===== src/rtl/oam_dma_arbiter.sv =====
// OAM DMA engine and CPU/DMA time-slicing of the shared memory ports.
// A write to 0xFF46 copies OAM_BYTES bytes from {val,8'h00} to 0xFE00.
// During the copy the CPU may only touch HRAM (0xFF80-0xFFFE).
module oam_dma_arbiter #(
  parameter int unsigned CYCLES_PER_BYTE = 4,
  parameter int unsigned START_DELAY     = 4,
  parameter int unsigned OAM_BYTES       = 160
) (
  input  logic        i_clk,
  input  logic        i_rst,
  input  logic [15:0] i_cpu_rd_addr,
  input  logic        i_cpu_wr_en,
  input  logic [15:0] i_cpu_wr_addr,
  input  logic [7:0]  i_cpu_wr_data,
  output logic [7:0]  o_cpu_rd_data,
  output logic        o_cpu_wait,
  output logic [15:0] o_mem_rd_addr,
  output logic        o_mem_wr_en,
  output logic [15:0] o_mem_wr_addr,
  output logic [7:0]  o_mem_wr_data,
  input  logic [7:0]  i_mem_rd_data,
  output logic        o_dma_active
);

  localparam int unsigned PW = $clog2(CYCLES_PER_BYTE);
  localparam int unsigned DW = (START_DELAY > 1) ? $clog2(START_DELAY) : 1;

  localparam logic [PW-1:0] LAST_PHASE = PW'(CYCLES_PER_BYTE - 1);
  localparam logic [7:0]    LAST_IDX   = 8'(OAM_BYTES - 1);
  localparam logic [DW-1:0] DELAY_INIT = DW'(START_DELAY - 1);
  localparam logic [15:0]   DMA_REG    = 16'hFF46;
  localparam logic [15:0]   OAM_BASE   = 16'hFE00;

  typedef enum logic [1:0] {
    IDLE,
    START,
    XFER
  } state_t;

  state_t        state_q, state_d;
  logic [7:0]    src_hi_q, src_hi_d;
  logic [7:0]    idx_q, idx_d;
  logic [PW-1:0] phase_q, phase_d;
  logic [DW-1:0] delay_q, delay_d;
  logic          ff_force_q, ff_force_d;

  logic rd_hram;
  logic wr_hram;
  logic ff46_wr;

  // Address decode of the current CPU access.
  always_comb begin
    rd_hram = (i_cpu_rd_addr >= 16'hFF80) && (i_cpu_rd_addr != 16'hFFFF);
    wr_hram = (i_cpu_wr_addr >= 16'hFF80) && (i_cpu_wr_addr != 16'hFFFF);
    ff46_wr = i_cpu_wr_en && (i_cpu_wr_addr == DMA_REG);
  end

  // Blocked non-HRAM reads during a transfer return 0xFF on the next cycle.
  assign o_cpu_rd_data = ff_force_q ? 8'hFF : i_mem_rd_data;

  // State and datapath registers.
  always_ff @(posedge i_clk) begin
    if (i_rst) begin
      state_q    <= IDLE;
      src_hi_q   <= '0;
      idx_q      <= '0;
      phase_q    <= '0;
      delay_q    <= '0;
      ff_force_q <= 1'b0;
    end else begin
      state_q    <= state_d;
      src_hi_q   <= src_hi_d;
      idx_q      <= idx_d;
      phase_q    <= phase_d;
      delay_q    <= delay_d;
      ff_force_q <= ff_force_d;
    end
  end

  // Next-state logic and memory-port steering.
  always_comb begin
    state_d       = state_q;
    src_hi_d      = src_hi_q;
    idx_d         = idx_q;
    phase_d       = phase_q;
    delay_d       = delay_q;
    ff_force_d    = 1'b0;
    o_cpu_wait    = 1'b0;
    o_dma_active  = 1'b0;
    o_mem_rd_addr = i_cpu_rd_addr;
    o_mem_wr_en   = i_cpu_wr_en;
    o_mem_wr_addr = i_cpu_wr_addr;
    o_mem_wr_data = i_cpu_wr_data;

    unique case (state_q)
      IDLE: begin
        if (ff46_wr) begin
          src_hi_d = i_cpu_wr_data;
          delay_d  = DELAY_INIT;
          state_d  = START;
        end
      end

      START: begin
        o_dma_active = 1'b1;
        // A fresh FF46 write wins over the delay expiring in the same cycle.
        if (ff46_wr) begin
          src_hi_d = i_cpu_wr_data;
          delay_d  = DELAY_INIT;
        end else if (delay_q == '0) begin
          state_d = XFER;
          idx_d   = '0;
          phase_d = '0;
        end else begin
          delay_d = delay_q - DW'(1);
        end
      end

      XFER: begin
        o_dma_active = 1'b1;
        ff_force_d   = !rd_hram;
        o_mem_wr_en  = i_cpu_wr_en && wr_hram;
        if (phase_q == '0) begin
          o_mem_rd_addr = {src_hi_q, idx_q};
          o_cpu_wait    = rd_hram;
        end else if (phase_q == PW'(1)) begin
          o_mem_wr_en   = 1'b1;
          o_mem_wr_addr = OAM_BASE + {8'h00, idx_q};
          o_mem_wr_data = i_mem_rd_data;
          o_cpu_wait    = i_cpu_wr_en && wr_hram;
        end

        if (phase_q == LAST_PHASE) begin
          phase_d = '0;
          if (idx_q == LAST_IDX) begin
            state_d = IDLE;
            idx_d   = '0;
          end else begin
            idx_d = idx_q + 8'd1;
          end
        end else begin
          phase_d = phase_q + PW'(1);
        end
      end

      default: state_d = IDLE;
    endcase

    // Reset aborts at once, including the write of the current cycle.
    if (i_rst) o_mem_wr_en = 1'b0;
  end

endmodule


===== config.mk =====
export PLATFORM = sky130hd
export DESIGN_NAME = oam_dma_arbiter
export DESIGN_NICKNAME = d
export VERILOG_FILES = /design/src/rtl/oam_dma_arbiter.sv
export SDC_FILE = /design/constraint.sdc
export NUM_CORES = 1
export LEC_CHECK = 0
export CAP_MARGIN = 10
export CORE_ASPECT_RATIO = 0.6
export CORE_MARGIN = 1
export CORE_UTILIZATION = 39
export CTS_CLUSTER_SIZE = 8
export DETAILED_ROUTE_END_ITERATION = 8
export GPL_TIMING_DRIVEN = 0
export PLACE_DENSITY = 0.89
export SLEW_MARGIN = 20
export SYNTH_ARGS = -nofsm -noshare
export SYNTH_HDL_FRONTEND = slang
export SYNTH_SLANG_ARGS = --single-unit

===== constraint.sdc =====
create_clock -name i_clk -period 2.85 [get_ports i_clk]
set_clock_uncertainty 0.1 [all_clocks]
set_input_delay 0.7125 -clock i_clk [delete_from_list [all_inputs] [get_ports i_clk]]
set_output_delay 0.7125 -clock i_clk [all_outputs]
set_load 0.05 [all_outputs]

==> results.md <==
- Status: complete, but fails checks
- Violated checks: DRC, setup timing
- Tightest Hold Check Type: reg2reg
- Starting density of the core: 0.422
- # rows: 18
- Critical Path Fanout Max: 2
- Critical path depth in cells: 6
- Worst EP required: 2.04 ns
- Syn Nets: 269
- Overall Global Routing Usage: 0.243
- Area taken by multi-input logic gates: 1300 um^2
- Fin crit share: 1.01
- Synth area leader: dfxtp_1
- Fin crit period: 2.89 ns
- Detailed Route WL: around 6.4 mm
- P per Cell Area: 288 nW/um^2
- VDD IR max: 0.171 mV
- H-tree depth: 1
- Crit path kind: in2out
- Antenna fix cells: 0
- Final hold vios: 0
- Crit path max-delay family: buffers and inverters
- CORE AREA: 4260 um^2
- I/O pin count: 102
- Hold Path Depth: 2
- WL per Instance: 16.7 um
- Clk buf depth: 2
- Post-synth EDFFs: 0
- Sequential cell area: 460 um^2
- Final setup TNS: -0.0404 ns
- Vias in the first global route: 1723
- Post-synth top area share: 0.256
- Number of fillers in the final layout: approximately 340
- CTS tree: built
- DRT Pass-1 Iters: 9
- Reg2reg start: idx_q[0]
- Initial antenna violation count: 0
- Static Leakage: 1.26 nW
- Yosys warning total: 0
- Slowest cell on the critical path: clkdlybuf4s50_1
- Antenna-violating nets left: 0
- Layout net count: 381
- R2R Setup Slk: 0.71 ns
- Startpoint Class: input port
- Clock root buffer: clkbuf_8
- Element type at the critical path end: primary output
- Critical Path Start: i_cpu_rd_addr[11]
- Worst-Skew Late Latency: 0.27 ns
- Data arrival, critical path: 2.08 ns
- Worst slew pin tran: ~0.70 ns
- Area contributors post-synth: dfxtp_1 (26%), mux2_2 (19%), ha_1 (5.6%)
- FMAX: 346 MHz
- Vias per cell: approximately 5.5
- Critical-path cell list: clkdlybuf4s50_1 > nand4_1 > nor3_2 > o21ai_2 > o22ai_2 > buf_6
- DIE HEIGHT: 54.6 um
- Netlist cell types: 45
- Largest net degree at the start of global routing: 14
- DRC Markers: 2
- Count leader, synth: mux2_2
- RSZ-0062 raised after global routing: true
- Hold Crit Start: phase_q[1]
- Worst R2R Path Depth: 6
- First-pass GRT wire length: 8.85 mm
- Cell Area, Synth: 1800 um^2
- Full die area: 4890 um^2
- DP HPWL: 4.77 mm
- Max Cap Violations: 0
- Drt first-iter violations: 163
- Area Overhead vs Synth: 61.0%
- RD Place Congestion: 0.906
- Setup WS post-layout: -0.0401 ns
- Worst Hold Path EP: phase_q[1]
- PortBufs: 100
- Biggest cell delay along the critical path: 0.47 ns
- Share of cells above drive strength 1: 0.355
- # setup viols final: 2
- Sequential element share of the synthesized area: 0.256
- TritonCTS buffer count: 3
- Cells after Synth: 210
- Synth Register Bits: 23
- Max-slew violations: 0
- Post-layout util: 0.679
- Slew headroom: 0.530
- Gr ovfl total: 0
- R2r endpoint: idx_q[3]
- Synth Flop Type: dfxtp_1
- Clock-pin slew on the worst setup and hold paths: 0.08 ns
- Bufs and invs on worst path: 2
- Top cells by count, synth: mux2_2 (30), dfxtp_1 (23), nand2_1 (15), nor2_1 (15), o21ai_0 (11)
- Post-Syn Area per Cell: 8.55 um^2
- Ys async rst share: 0
- Die width: ~90 um
- Clock sink total: 23
- Vias after detailed routing: slightly above 2000
[kinds of logic (layout without fill, tap and decap cells)]
group,after synthesis,after routing,synth area share
simple gates,83,83,0.255
compound gates,39,39,0.151
mux,38,38,0.233
flops,23,23,0.256
buf+inv,19,130,0.0495
fa+ha+maj,8,8,0.0558
[registers in the layout, indices dropped and copies added, names as in the netlist]
name,flops
phase_q,2
delay_q,2
state_q,2
ff_force_q,1
src_hi_q,8
idx_q,8
[through the flow]
step	hold WS, ns	power [mW]	std cells	worst slack, ns	instance area [um^2]
3_3_place_gp	0.360	0.655	370	-1.10	2880
4_1_cts	0.381	0.838	379	0.00424	2870
2_1_floorplan	0.349	0.506	210	0.102	1810
6_report	0.373	0.832	381	-0.0401	2890
3_5_place_dp	0.369	0.657	370	-1.10	2880
5_1_grt	0.392	0.862	381	-0.0841	2890
[placed cells by master, fill, tap and decap left out, types with 3 or more instances in the layout]
cell	n
a21oi_1	9
dlymetal6s2s_1	4
mux2i_1	8
o21ai_1	3
and2_1	3
nand4_1	6
buf_4	11
nand3_1	8
ha_1	8
clkbuf_8	3
clkbuf_2	9
buf_2	20
dfxtp_1	23
or4_1	3
mux2_2	30
nand2_1	14
nor2b_1	3
o21ai_0	8
clkdlybuf4s50_1	42
nand2b_1	9
inv_1	10
buf_6	11
nor2_1	15
or2_2	8
dlygate4sd2_1	12
[layout make-up]
type                    instances  area share
clock inverters                 1     0.00173
clock buffers                   3      0.0143
repair buffers                107       0.313
inverters                      10      0.0130
multi-input cells             168       0.448
flip-flops and latches         23       0.159
well taps                      60      0.0260
plain buffers                   9      0.0247
[worst reg2reg max path, stage by stage, from the launching register on]
cell	delay, ns
dfxtp_1	0.45
ha_1	0.27
nand3_1	0.14
o41ai_2	0.59
o21ai_0	0.22
nor2_1	0.18
a211oi_2	0.06
[worst max-delay path by stage]
stage	endpoint	slack, ns
final	o_cpu_wait	-0.04
after global routing	o_cpu_wait	-0.08
after CTS	o_mem_rd_addr[5]	0.004
after detailed placement	o_mem_wr_en	-1.10
after global placement	o_mem_wr_en	-1.10
after floorplan	o_mem_wr_addr[3]	0.10
[power by group]
group	switching (mW)	total [mW]	internal (mW)
logic	0.188	0.305	0.117
registers	0.000000851	0.321	0.321
clock network	0.108	0.206	0.0977
total	0.296	0.832	0.535
[layer usage]
layer  vias to the layer above  wire length, um  global-route usage
met3                        21              673              0.0739
li1                        998                -                   -
met2                       129             2700               0.396
met5                         -                0                   0
met4                         0              120              0.0344
met1                       930             2860               0.325
[timing repair]
action / CTS / global route
hold endpoints to repair: 0 / 0
cloned: 1 / 0
hold buffers: 0 / 0
setup buffers: 4 / 2
resized for setup: 189 / 61
endpoints found under the setup margin: 50 / 42
pin swaps: 5 / 4
No activity file was read; power rests on OpenSTA's default activity.
==> edit, RTL diff (same settings) <==
Re-encode `state_t` (3 states) as one-hot, 3 bits wide.
--- a/src/rtl/oam_dma_arbiter.sv
+++ b/src/rtl/oam_dma_arbiter.sv
@@ -32,8 +32,8 @@
   localparam logic [15:0]   OAM_BASE   = 16'hFE00;
 
-  typedef enum logic [1:0] {
-    IDLE,
-    START,
-    XFER
+  typedef enum logic [2:0] {
+    IDLE  = 3'b001,
+    START = 3'b010,
+    XFER  = 3'b100
   } state_t;
 
Function: no difference found for any inputs over 10 cycles, from zero or initial values and one cycle with i_rst high; not proved beyond that.
==> edit against the unedited design <==
Sequential cell count increased by 1. Wire length increased by 17%. Register-to-register slack better by 50 ps. Highest routed layer unchanged. Non-clock buffer count is 14 higher. Synthesized area is 7.2% higher. Critical path depth did not move. Sequential share of layout area is 0.36 points lower. Synthesized cell count grew 14%. Setup slack gained 54 ps. Core utilization decreased by 1.5 points. Critical path type is now reg2out. Cell area up 7.0%. Power is 15% higher.
==> edit: results (changes against the unedited design) <==
outcome:
  outcome: "finished, final reports clean"
final_layout:
  final_cells: 418  # +9.7%
  drive_gt1_share_pct: 32.4  # -3.1 points
  reg.largest.list: "idx_q: 8 flops, src_hi_q: 8 flops, state_q: 3 flops"
timing:
  post-route-min-period_ps: 2840  # -54.0 ps
  slew_headroom_pct: 39.6  # -13 points
place:
  place_ws_ps: -1170  # -72.1 ps
  finalWeightedCongestion: 0.890  # -1.7%
  hpwl_um: 5640  # +18%
  port_buffers: 101  # +1.0%
setup_path:
  startpoint_type: "flop"
  rrSetupSlack_ps: 760  # +50 ps
  cp.arrival_ps: 2020  # -60 ps
  critPathMaxFanout: 10  # +8
global_route:
  grt_util_all_layers_pct: 28.3  # +4.0 points
  grt_pass1_wl_um: 11400  # +29%
  grt_pass1_vias: 2251  # +31%
  grt_start_max_net_pins: 15  # +1
synth:
  synth_common_cells: "mux2_2 (31), dfxtp_1 (24), clkbuf_1 (15), nand2_1 (15), nand4_1 (15)"
  yosys-top-cells-area: "dfxtp_1 (25%), mux2_2 (18%), nand4_1 (4.9%), ha_1 (3.3%), a21oi_1 (3.1%)"
  postSynthCellCount: 239  # +14%
detailed_routing:
  routed_wirelength_um: 7440  # +17%
  drc: 0  # -2
  viasPerCell: 5.89  # +7.9%
power_and_ir_drop:
  p_seq_mw: 0.335  # +4%
  powerClk_mw: 0.314  # +52%
clock_tree:
  cts_resized: 168  # -11%
-- edit: changes by cell type in the layout (fill, tap and decap cells not counted), sizes merged, moves of 4 or more --
cell           before  now
mux2i               8    0
a31oi               3    9
clkbuf             16   30
a311oi              0    4
o21ai              12   16
nand4               6   15
dlygate4sd2        12   18
clkdlybuf4s15       2    9
a211oi              1    5
buf                43   35
nor2               16   10
-- edit: area by class of cell --
class | instances | area, µm²
Fill cell | 386 | 1570
Multi-Input combinational cell | 189 | 1400
Timing Repair Buffer | 112 | 943
Sequential cell | 24 | 482
Buffer | 18 | 90.1
Tap cell | 63 | 78.8
Clock buffer | 3 | 41.3
Clock inverter | 1 | 30.0
Inverter | 8 | 30.0
-- edit: cells by family (layout without fill, tap and decap cells) --
logic type / after synthesis / count (layout) / synth area share (%)
muxes: 31 / 31 / 18.1
xor gates and xnor gates: 1 / 1 / 0.455
adders and majority gates: 5 / 5 / 3.25
AOI/OAI and AO/OA: 59 / 59 / 19.4
buffers and inverters: 26 / 142 / 5.14
and+or+nand+nor: 93 / 93 / 28.7
DFF: 24 / 24 / 25.0
-- edit: final timing paths --
check	to	from
hold reg to reg	src_hi_q[4]	src_hi_q[4]
setup reg to reg	idx_q[3]	phase_q[0]
hold / removal	src_hi_q[4]	src_hi_q[4]
setup / recovery	o_mem_rd_addr[3]	phase_q[0]
-- edit: worst max-delay path: stages, from the launching register on --
cell and delay, ps:
dfxtp_1 380, inv_1 90, ha_1 240, nand2_4 150, clkbuf_8 200, mux2_2 340, clkdlybuf4s15_2 330
-- edit: per-layer routing --
metal / up-vias / global-route usage [%] / share of wire (%)
li1: 1136 / - / -
met1: 1170 / 38.4 / 44
met2: 143 / 45.5 / 45
met3: 11 / 6.78 / 9.8
met4: 0 / 6.59 / 1.1
met5: - / 0 / 0
